$ cat src/rtl/fir_mac_seq_if.sv
// rtl/fir_mac_seq_if.sv - Bundle of sample, coefficient, multiplier and output signals for fir_mac_seq
//
// Signals:
//   in_valid/in_ready/in_sample     input sample handshake (32-bit signed)
//   coef_we/coef_addr/coef_data     coefficient bank write port (11-bit signed)
//   mul_x/mul_y/mul_p               external combinational multiplier operands/product
//   out_valid/out_ready/out_data    filter output handshake (ACC_W-bit signed)
// Modports:
//   slave  - the fir_mac_seq side
//   master - the side that feeds samples/coefficients and consumes outputs
interface fir_mac_seq_if #(
  parameter int ACC_W = 40,
  parameter int AW    = 3
);
  logic             in_valid;
  logic             in_ready;
  logic [31:0]      in_sample;
  logic             coef_we;
  logic [AW-1:0]    coef_addr;
  logic [10:0]      coef_data;
  logic [31:0]      mul_x;
  logic [10:0]      mul_y;
  logic [31:0]      mul_p;
  logic             out_valid;
  logic             out_ready;
  logic [ACC_W-1:0] out_data;

  modport slave (
    input  in_valid, in_sample, coef_we, coef_addr, coef_data, mul_p, out_ready,
    output in_ready, mul_x, mul_y, out_valid, out_data
  );

  modport master (
    output in_valid, in_sample, coef_we, coef_addr, coef_data, mul_p, out_ready,
    input  in_ready, mul_x, mul_y, out_valid, out_data
  );
endinterface

$ cat src/rtl/fir_mac_seq.sv
// rtl/fir_mac_seq.sv - Time-multiplexed FIR tap sequencer and accumulator
//
// Ports:
//   clk  - single clock, rising edge
//   rst  - asynchronous active-high reset
//   bus  - fir_mac_seq_if.slave: sample input, coefficient writes,
//          multiplier operands/product, filter output
// One (sample, coefficient) pair per cycle is presented to an external
// combinational multiplier; its product is accumulated over TAPS cycles and
// one output is produced per accepted input sample.
module fir_mac_seq #(
  parameter int  TAPS  = 8,
  parameter int  ACC_W = 40,
  localparam int AW    = $clog2(TAPS)
) (
  input  logic          clk,
  input  logic          rst,
  fir_mac_seq_if.slave  bus
);

  typedef enum logic [1:0] {IDLE, MAC, DONE} state_t;

  state_t           state;
  state_t           state_next;

  logic [31:0]      d [TAPS];
  logic [10:0]      c [TAPS];
  logic [ACC_W-1:0] acc;
  logic [ACC_W-1:0] acc_sum;
  logic [ACC_W-1:0] prod_ext;
  logic [ACC_W-1:0] out_data_r;
  logic [AW-1:0]    idx;
  logic             out_valid_r;
  logic             accept;
  logic             last_tap;
  logic             coef_ok;

  // Product is signed; widen with sign so negative taps subtract.
  assign prod_ext = ACC_W'($signed(bus.mul_p));
  assign acc_sum  = acc + prod_ext;
  assign last_tap = (idx == AW'(TAPS - 1));
  assign coef_ok  = ({1'b0, bus.coef_addr} < (AW + 1)'(TAPS));

  assign bus.out_valid = out_valid_r;
  assign bus.out_data  = out_data_r;

  always_ff @(posedge clk or posedge rst) begin
    if (rst) begin
      state <= IDLE;
    end else begin
      state <= state_next;
    end
  end

  always_comb begin
    state_next   = state;
    bus.in_ready = 1'b0;
    bus.mul_x    = '0;
    bus.mul_y    = '0;
    accept       = 1'b0;
    case (state)
      IDLE: begin
        bus.in_ready = 1'b1;
        accept       = bus.in_valid;
        if (bus.in_valid) begin
          state_next = MAC;
        end
      end
      MAC: begin
        bus.mul_x = d[idx];
        bus.mul_y = c[idx];
        if (last_tap) begin
          state_next = DONE;
        end
      end
      DONE: begin
        if (out_valid_r && bus.out_ready) begin
          state_next = IDLE;
        end
      end
      default: state_next = IDLE;
    endcase
  end

  always_ff @(posedge clk or posedge rst) begin
    if (rst) begin
      for (int k = 0; k < TAPS; k++) begin
        d[k] <= '0;
        c[k] <= '0;
      end
      acc         <= '0;
      idx         <= '0;
      out_valid_r <= 1'b0;
      out_data_r  <= '0;
    end else begin
      case (state)
        IDLE: begin
          // Coefficients only change between outputs, so a whole output
          // always sees one consistent bank.
          if (bus.coef_we && coef_ok) begin
            c[bus.coef_addr] <= bus.coef_data;
          end
          if (accept) begin
            d[0] <= bus.in_sample;
            for (int k = 1; k < TAPS; k++) begin
              d[k] <= d[k-1];
            end
            acc <= '0;
            idx <= '0;
          end
        end
        MAC: begin
          acc <= acc_sum;
          idx <= idx + 1'b1;
          if (last_tap) begin
            out_data_r  <= acc_sum;
            out_valid_r <= 1'b1;
          end
        end
        DONE: begin
          if (out_valid_r && bus.out_ready) begin
            out_valid_r <= 1'b0;
          end
        end
        default: ;
      endcase
    end
  end

endmodule

$ cat src/flat_wrapper.sv
// flat-port wrapper written by rule: the top's interface ports become plain ports
module fir_mac_seq_flat 
#(
  parameter int  TAPS  = 8,
  parameter int  ACC_W = 40,
  localparam int AW    = $clog2(TAPS)
)
  (clk, rst, bus_in_valid, bus_in_sample, bus_coef_we, bus_coef_addr, bus_coef_data, bus_mul_p, bus_out_ready, bus_in_ready, bus_mul_x, bus_mul_y, bus_out_valid, bus_out_data);
  fir_mac_seq_if #(.ACC_W(ACC_W), .AW((3))) bus_i ();
  input  logic clk;
  input  logic rst;
  input wire logic [$bits(bus_i.in_valid)-1:0] bus_in_valid;
  input wire logic [$bits(bus_i.in_sample)-1:0] bus_in_sample;
  input wire logic [$bits(bus_i.coef_we)-1:0] bus_coef_we;
  input wire logic [$bits(bus_i.coef_addr)-1:0] bus_coef_addr;
  input wire logic [$bits(bus_i.coef_data)-1:0] bus_coef_data;
  input wire logic [$bits(bus_i.mul_p)-1:0] bus_mul_p;
  input wire logic [$bits(bus_i.out_ready)-1:0] bus_out_ready;
  output wire logic [$bits(bus_i.in_ready)-1:0] bus_in_ready;
  output wire logic [$bits(bus_i.mul_x)-1:0] bus_mul_x;
  output wire logic [$bits(bus_i.mul_y)-1:0] bus_mul_y;
  output wire logic [$bits(bus_i.out_valid)-1:0] bus_out_valid;
  output wire logic [$bits(bus_i.out_data)-1:0] bus_out_data;
  assign bus_i.in_valid = bus_in_valid;
  assign bus_i.in_sample = bus_in_sample;
  assign bus_i.coef_we = bus_coef_we;
  assign bus_i.coef_addr = bus_coef_addr;
  assign bus_i.coef_data = bus_coef_data;
  assign bus_i.mul_p = bus_mul_p;
  assign bus_i.out_ready = bus_out_ready;
  assign bus_in_ready = bus_i.in_ready;
  assign bus_mul_x = bus_i.mul_x;
  assign bus_mul_y = bus_i.mul_y;
  assign bus_out_valid = bus_i.out_valid;
  assign bus_out_data = bus_i.out_data;
  fir_mac_seq #(.TAPS(TAPS), .ACC_W(ACC_W)) u_core (.clk(clk), .rst(rst), .bus(bus_i));
endmodule
$ cat config.mk
export PLATFORM = sky130hd
export DESIGN_NAME = fir_mac_seq_flat
export DESIGN_NICKNAME = d
export VERILOG_FILES = /design/src/rtl/fir_mac_seq_if.sv /design/src/rtl/fir_mac_seq.sv /design/src/flat_wrapper.sv
export SDC_FILE = /design/constraint.sdc
export NUM_CORES = 1
export LEC_CHECK = 0
export ABC_AREA = 1
export CORE_MARGIN = 2
export CORE_UTILIZATION = 47
export DETAILED_ROUTE_END_ITERATION = 10
export DONT_BUFFER_PORTS = 1
export PLACE_DENSITY_LB_ADDON = 0.05
export SLEW_MARGIN = 40
export SYNTH_ARGS = -nofsm -noshare
export SYNTH_HDL_FRONTEND = slang
export SYNTH_SLANG_ARGS = --single-unit
$ cat constraint.sdc
create_clock -name clk -period 40.8 [get_ports clk]
set_input_delay 4.08 -clock clk [delete_from_list [all_inputs] [get_ports clk]]
set_output_delay 4.08 -clock clk [all_outputs]
set_load 0.02 [all_outputs]
==> results of run 1 <==
state kept, by name, indices dropped and copies added (netlist names):
register	cells
u_core.d	256
u_core.c	88
u_core.acc	40
u_core.bus.out_data	40
u_core.idx	3
u_core.state	2
u_core.bus.out_valid	1
final timing paths:
path | cells past startpoint | endpoint | start | slack, ns
setup / recovery | 7 | bus_mul_x[21] | u_core.idx[0] | 33.07
hold / removal | 2 | u_core.acc[38] | u_core.acc[38] | 0.48
setup reg to reg | 7 | u_core.d[249] | u_core.state[1] | 37.59
hold reg to reg | 2 | u_core.acc[38] | u_core.acc[38] | 0.48
max in group asynchronous | 3 | u_core.d[5] | rst | 35.66
min in group asynchronous | 1 | u_core.d[76] | rst | 3.37
through the flow:
stage,cell area (um^2),power (mW)
CTS,23700,2.09
global route,23800,2.26
global placement,21900,1.61
detailed placement,22200,1.64
finish,23800,2.08
floorplan,21700,1.40
worst max-delay path, stage by stage, from the launching register on:
cell and delay [ns]:
sky130_fd_sc_hd__dfrtp_4 0.60, sky130_fd_sc_hd__buf_12 0.29, sky130_fd_sc_hd__clkinv_2 0.45, sky130_fd_sc_hd__buf_4 0.42
sky130_fd_sc_hd__buf_12 0.24, sky130_fd_sc_hd__a21oi_1 0.16, sky130_fd_sc_hd__o21ai_0 0.09, sky130_fd_sc_hd__a311oi_1 0.73
cell type report:
class | count | area, um^2 | area share (%)
clock inverters | 20 | 256 | 1.08
repair buffers | 33 | 348 | 1.46
inverters | 329 | 1260 | 5.27
flip-flops and latches | 430 | 10800 | 45.2
well taps | 600 | 751 | 3.15
clock buffers | 64 | 1340 | 5.63
multi-input cells | 1890 | 9110 | 38.2
power breakdown:
part	total (mW)	internal (mW)	switching (mW)
sequential	0.751	0.610	0.141
combinational	0.889	0.272	0.617
clock	0.440	0.262	0.178
metal layers:
| layer | track usage [%] | vias up |
|---|---|---|
| li1 | - | 8910 |
| met3 | 4.64 | 62 |
| met1 | 35.8 | 8531 |
| met5 | 0 | - |
| met4 | 6.04 | 0 |
| met2 | 37.4 | 428 |
cell usage in the layout, fill, tap and decap left out, types with 17 or more instances in the layout:
cell type | synthesis | layout
sky130_fd_sc_hd__nand2_1 | 778 | 777
sky130_fd_sc_hd__o21ai_0 | 602 | 602
sky130_fd_sc_hd__dfrtp_1 | 430 | 428
sky130_fd_sc_hd__inv_1 | 325 | 321
sky130_fd_sc_hd__a21oi_1 | 136 | 136
sky130_fd_sc_hd__nor2_1 | 134 | 134
sky130_fd_sc_hd__nand3_1 | 74 | 74
sky130_fd_sc_hd__clkbuf_16 | 0 | 48
sky130_fd_sc_hd__ha_1 | 41 | 41
sky130_fd_sc_hd__buf_4 | 5 | 22
sky130_fd_sc_hd__a311oi_2 | 0 | 17
logic make-up (layout without fill, tap and decap cells):
kind of cell             Yosys count  after routing  synth area share, %
XOR/XNOR                          17             17                0.686
AO/OA/AOI/OAI                    804            804                 19.3
AND/OR/NAND/NOR                 1027           1027                 18.8
flip-flops                       430            430                 49.5
buffers and inverters            488            446                 9.15
adder cells (fa/ha/maj)           42             42                 2.45
==> results.toml, run 1 <==
[run_status]
outcome = "finished, final reports clean"

[drt]
m1WireLength_mm = 27.8
routed-via-count = 17931
drtIter0Drc = 1591
dr_wl_met2_mm = 25.3
drt-pass1-iter-count = 6
number_of_vias_per_cell_after_detailed_routing = 5.33
finalWirelength_mm = 57.6
ant_nets = 0
highest-signal-layer = "met4"
routed_wire_length_per_instance_um = 17.1
route.met3.wl_mm = 3.38
drc = 0

[synthesis]
ys_async_sr_fraction_pct = 100
synth_flop_cell = "sky130_fd_sc_hd__dfrtp_1"
synthesis.nets = 2933
synthesis.yosys.warnings = 0
postSynthCellCount = 2808
synth.top_cell.area_share_pct = 49.5
synth_cell_type_count = 38
yosys.area.top_type = "sky130_fd_sc_hd__dfrtp_1"
sequential_to_total_area_share_from_yosys_stat_pct = 49.5
netlist_area_mm2 = 0.0217
avgSynthCellArea_um2 = 7.73
synth.most_common_cell = "sky130_fd_sc_hd__nand2_1"
number_of_enable_type_register_cells_in_the_synthesized_netlist = 0
synthTopCellsByCount = "778 x sky130_fd_sc_hd__nand2_1, 602 x sky130_fd_sc_hd__o21ai_0, 430 x sky130_fd_sc_hd__dfrtp_1"
yosys-top-cells-area = "sky130_fd_sc_hd__dfrtp_1 50%, sky130_fd_sc_hd__o21ai_0 14%, sky130_fd_sc_hd__nand2_1 13%"
ff_latch_count_synth = 430

[global_route]
grtUsageTotal_pct = 24.5
grt.overflow.total = 0
antenna_violations_before_repair = 0
maximum_number_of_pins_on_one_net_before_global_route_repair = 154
grt_pass1_vias = 17155
grt_first_pass_wirelength_mm = 93.8

[sta]
whs_ns = 0.479
fin_crit_sh_pct = 19.0
slew_viol_final = 0
tightest_slew_ns = 0.882
layout_min_cycle_time_ns = 7.73
fmax_mhz = 129
rsz0062_at_grt = "false"
timing.setup.tns_ns = 0
maxSlewHeadroom_pct = 40.8
setup_ws_ns = 33.07
fin_skew_ns = 0.0104
finalHoldViolCount = 0
final-setup-viol-count = 0

[final_layout]
fillers = 4451
insertedDiodeCount = 0
syn2layout_area_growth_pct = 9.70
layout-drive-gt1-share_pct = 5.75
final_core_util_pct = 52.4
final-instance-count-excl-fill = 3366
nets = 2857

[placed_design]
detailed_place_hpwl_mm = 37.0
preCtsSetupSlack_ns = 33.30
place.gp.congestion = 0.933
placedCellCount = 3280
io_buffer_count = 0

[floorplan]
design.core.area_mm2 = 0.0455
design.die.area_mm2 = 0.0479
initial_core_util_pct = 47.8
chipWidth_um = 219
top_level_pins = 168
chipHeight_um = 219
floorplan.rows = 78

[clock_tree]
cts.repair_timing.setup_buffer_count = 0
cts_tree = "done"
cts_sinks = 430
cts_htree_levels = 2
clkSlewWorstSetupHoldPaths_ns = 0.06
postCtsHoldBufs = 0
clock_tree_buffer_depth = 3
latest_clock_arrival_within_the_worst_skew_pair_ns = 0.59
clk_tree_root_cell = "sky130_fd_sc_hd__clkbuf_16"
numCtsBuffers = 48
cts-resized-gates = 0

[setup_path]
critical_path_peak_fanout = 61
critical_path_required_ns = 36.72
worstSetupPathType = "flop to output pin"
worst_ep_arrival_time_ns = 3.65
critPathCaptureType = "output pin"
cp_launch_type = "flop"

[power]
power_density_mw_per_mm2 = 87.3
peak_vdd_ir_mv = 0.0466
total_leakage_power_nw = 11.3

[min_path]
worst_hold_path_type = "flop to flop"

[flow_run]
max-cap-violations = 0
No activity file was read; power rests on OpenSTA's default activity.
==> run 2: changes to the inputs <==
==> constraint.sdc (replaced) <==
create_clock -name clk -period 7.29 [get_ports clk]
set_input_delay 0.729 -clock clk [delete_from_list [all_inputs] [get_ports clk]]
set_output_delay 0.729 -clock clk [all_outputs]
set_load 0.02 [all_outputs]
==> run 2 against run 1 <==
  * Routed wire length increased by 0.65%
  * Sequential share of layout area about the same
  * Worst setup slack got worse by 30 ns
  * Highest routed layer unchanged
  * Design area about the same
  * Combinational power rose to 5.6 times the previous value
  * Non-clock buffer count grew 5
  * Critical path depth decreased by 1
  * Core utilization is essentially flat
  * Via count rose by 0.58%
  * Largest cell class unchanged
==> results.toml, run 2 (synthesis gave the netlist of run 1 again) <==
[setup_path]
critPathCaptureType = "output pin"
cp_launch_type = "flop"
worst_ep_arrival_time_ns = 3.34
worstSetupPathType = "flop to output pin"
critical_path_peak_fanout = 64
critical_path_required_ns = 6.56

[placed_design]
place.gp.congestion = 0.944
io_buffer_count = 0
preCtsSetupSlack_ns = 3.23
detailed_place_hpwl_mm = 37.9

[run_status]
outcome = "finished, final reports clean"

[flow_run]
max-cap-violations = 0

[clock_tree]
numCtsBuffers = 48
cts.repair_timing.setup_buffer_count = 0
clkSlewWorstSetupHoldPaths_ns = 0.06
cts-resized-gates = 0
clock_tree_buffer_depth = 3
cts_tree = "done"
latest_clock_arrival_within_the_worst_skew_pair_ns = 0.59
clk_tree_root_cell = "sky130_fd_sc_hd__clkbuf_16"
cts_sinks = 430
cts_htree_levels = 2

[global_route]
antenna_violations_before_repair = 0
grt_first_pass_wirelength_mm = 92.9
grt_pass1_vias = 16895
grt.overflow.total = 0
grtUsageTotal_pct = 24.3
maximum_number_of_pins_on_one_net_before_global_route_repair = 128

[power]
power_density_mw_per_mm2 = 485
post-layout-total-power_mw = 11.6
peak_vdd_ir_mv = 0.261
total_leakage_power_nw = 11.3

[final_layout]
nets = 2862
syn2layout_area_growth_pct = 9.71
layout-drive-gt1-share_pct = 5.63
largest-register = "u_core.d"
largest_registers = "u_core.d x256, u_core.c x88"
final_core_util_pct = 52.4
largest_register_ff_count = 256
layout_common_cells = "777 x sky130_fd_sc_hd__nand2_1, 602 x sky130_fd_sc_hd__o21ai_0, 428 x sky130_fd_sc_hd__dfrtp_1"
final_common_cell = "sky130_fd_sc_hd__nand2_1"

[drt]
drtIter0Drc = 1461
routed-via-count = 18035
routed_wire_length_per_instance_um = 17.2
number_of_vias_per_cell_after_detailed_routing = 5.35
ant_nets = 0
finalWirelength_mm = 57.9
drc = 0
drt-pass1-iter-count = 5

[floorplan]
design.core.area_mm2 = 0.0455
initial_core_util_pct = 47.8
chipHeight_um = 219
floorplan.rows = 78
top_level_pins = 168
design.die.area_mm2 = 0.0479
chipWidth_um = 219

[sta]
slew_viol_final = 0
timing.setup.tns_ns = 0
fmax_mhz = 245
final-setup-viol-count = 0
fin_skew_ns = 0.0121
tightest_slew_ns = 0.858
layout_min_cycle_time_ns = 4.07
rsz0062_at_grt = "false"
setup_ws_ns = 3.22
fin_crit_sh_pct = 55.9
finalHoldViolCount = 0
maxSlewHeadroom_pct = 42.4

[min_path]
worst_hold_path_type = "input port to flop"
-- run 2: changes by cell type in the layout (fill, tap and decap cells not counted), moves of 2 or more --
cell	before	now
sky130_fd_sc_hd__buf_16	2	5
sky130_fd_sc_hd__buf_4	22	24
sky130_fd_sc_hd__bufinv_16	5	1
sky130_fd_sc_hd__clkbuf_1	8	17
sky130_fd_sc_hd__clkinv_2	13	7
sky130_fd_sc_hd__inv_4	0	2
-- run 2: report_power, final --
part	internal [mW]	switching, mW
Combinational	1.52	3.46
Clock	1.36	0.984
Sequential	3.42	0.824
-- run 2: routing by layer --
metal | track usage (%) | vias up | wire length, um
met3 | 4.48 | 92 | 3870
li1 | - | 8937 | -
met2 | 35.5 | 462 | 24500
met4 | 7.36 | 0 | 1400
met1 | 36.6 | 8544 | 28200
met5 | 0 | - | 0
-- run 2: timing repair --
| action | CTS | global route |
|---|---|---|
| hold buffers | 1 | 0 |
| endpoints found under the setup margin | 0 | 0 |
| endpoints found under the hold margin | 15 | 0 |
-- run 2: worst paths after layout --
path | startpoint | endpoint | slack [ns] | cells after the start
setup / recovery | u_core.idx[0] | bus_mul_x[11] | 3.22 | 6
hold / removal | bus_coef_data[7] | u_core.c[51] | 0.27 | 2
setup reg to reg | u_core.state[1] | u_core.d[255] | 4.07 | 7
hold reg to reg | u_core.c[36] | u_core.c[36] | 0.48 | 2
max in group asynchronous | rst | u_core.d[185] | 5.17 | 6
min in group asynchronous | rst | u_core.d[110] | 0.62 | 2
-- run 2: area by class of cell --
cell class | count | area, um^2
Fill cell | 4390 | 21600
Sequential cell | 430 | 10800
Multi-Input combinational cell | 1890 | 9110
Clock buffer | 75 | 1410
Inverter | 329 | 1250
Tap cell | 600 | 751
Timing Repair Buffer | 38 | 444
Clock inverter | 10 | 93.8
Antenna cell | 1 | 2.50
-- run 2: worst max-delay path, stage by stage (launching register included) --
cell and delay [ns]:
sky130_fd_sc_hd__dfrtp_4 0.74, sky130_fd_sc_hd__inv_4 0.57, sky130_fd_sc_hd__buf_4 0.45, sky130_fd_sc_hd__nor2_1 0.07
sky130_fd_sc_hd__o21ai_0 0.17, sky130_fd_sc_hd__a21oi_1 0.09, sky130_fd_sc_hd__a311oi_1 0.65
-- run 2: metrics by stage --
step / instance area (um^2) / hold slack [ns] / cells
finish: 23800 / 0.268 / 3373
global route: 23800 / 0.257 / 3372
CTS: 23700 / 0.233 / 3370
detailed placement: 22200 / 0.468 / 3284
global placement: 21900 / 0.461 / 3268
floorplan: 21700 / 0.448 / 2808
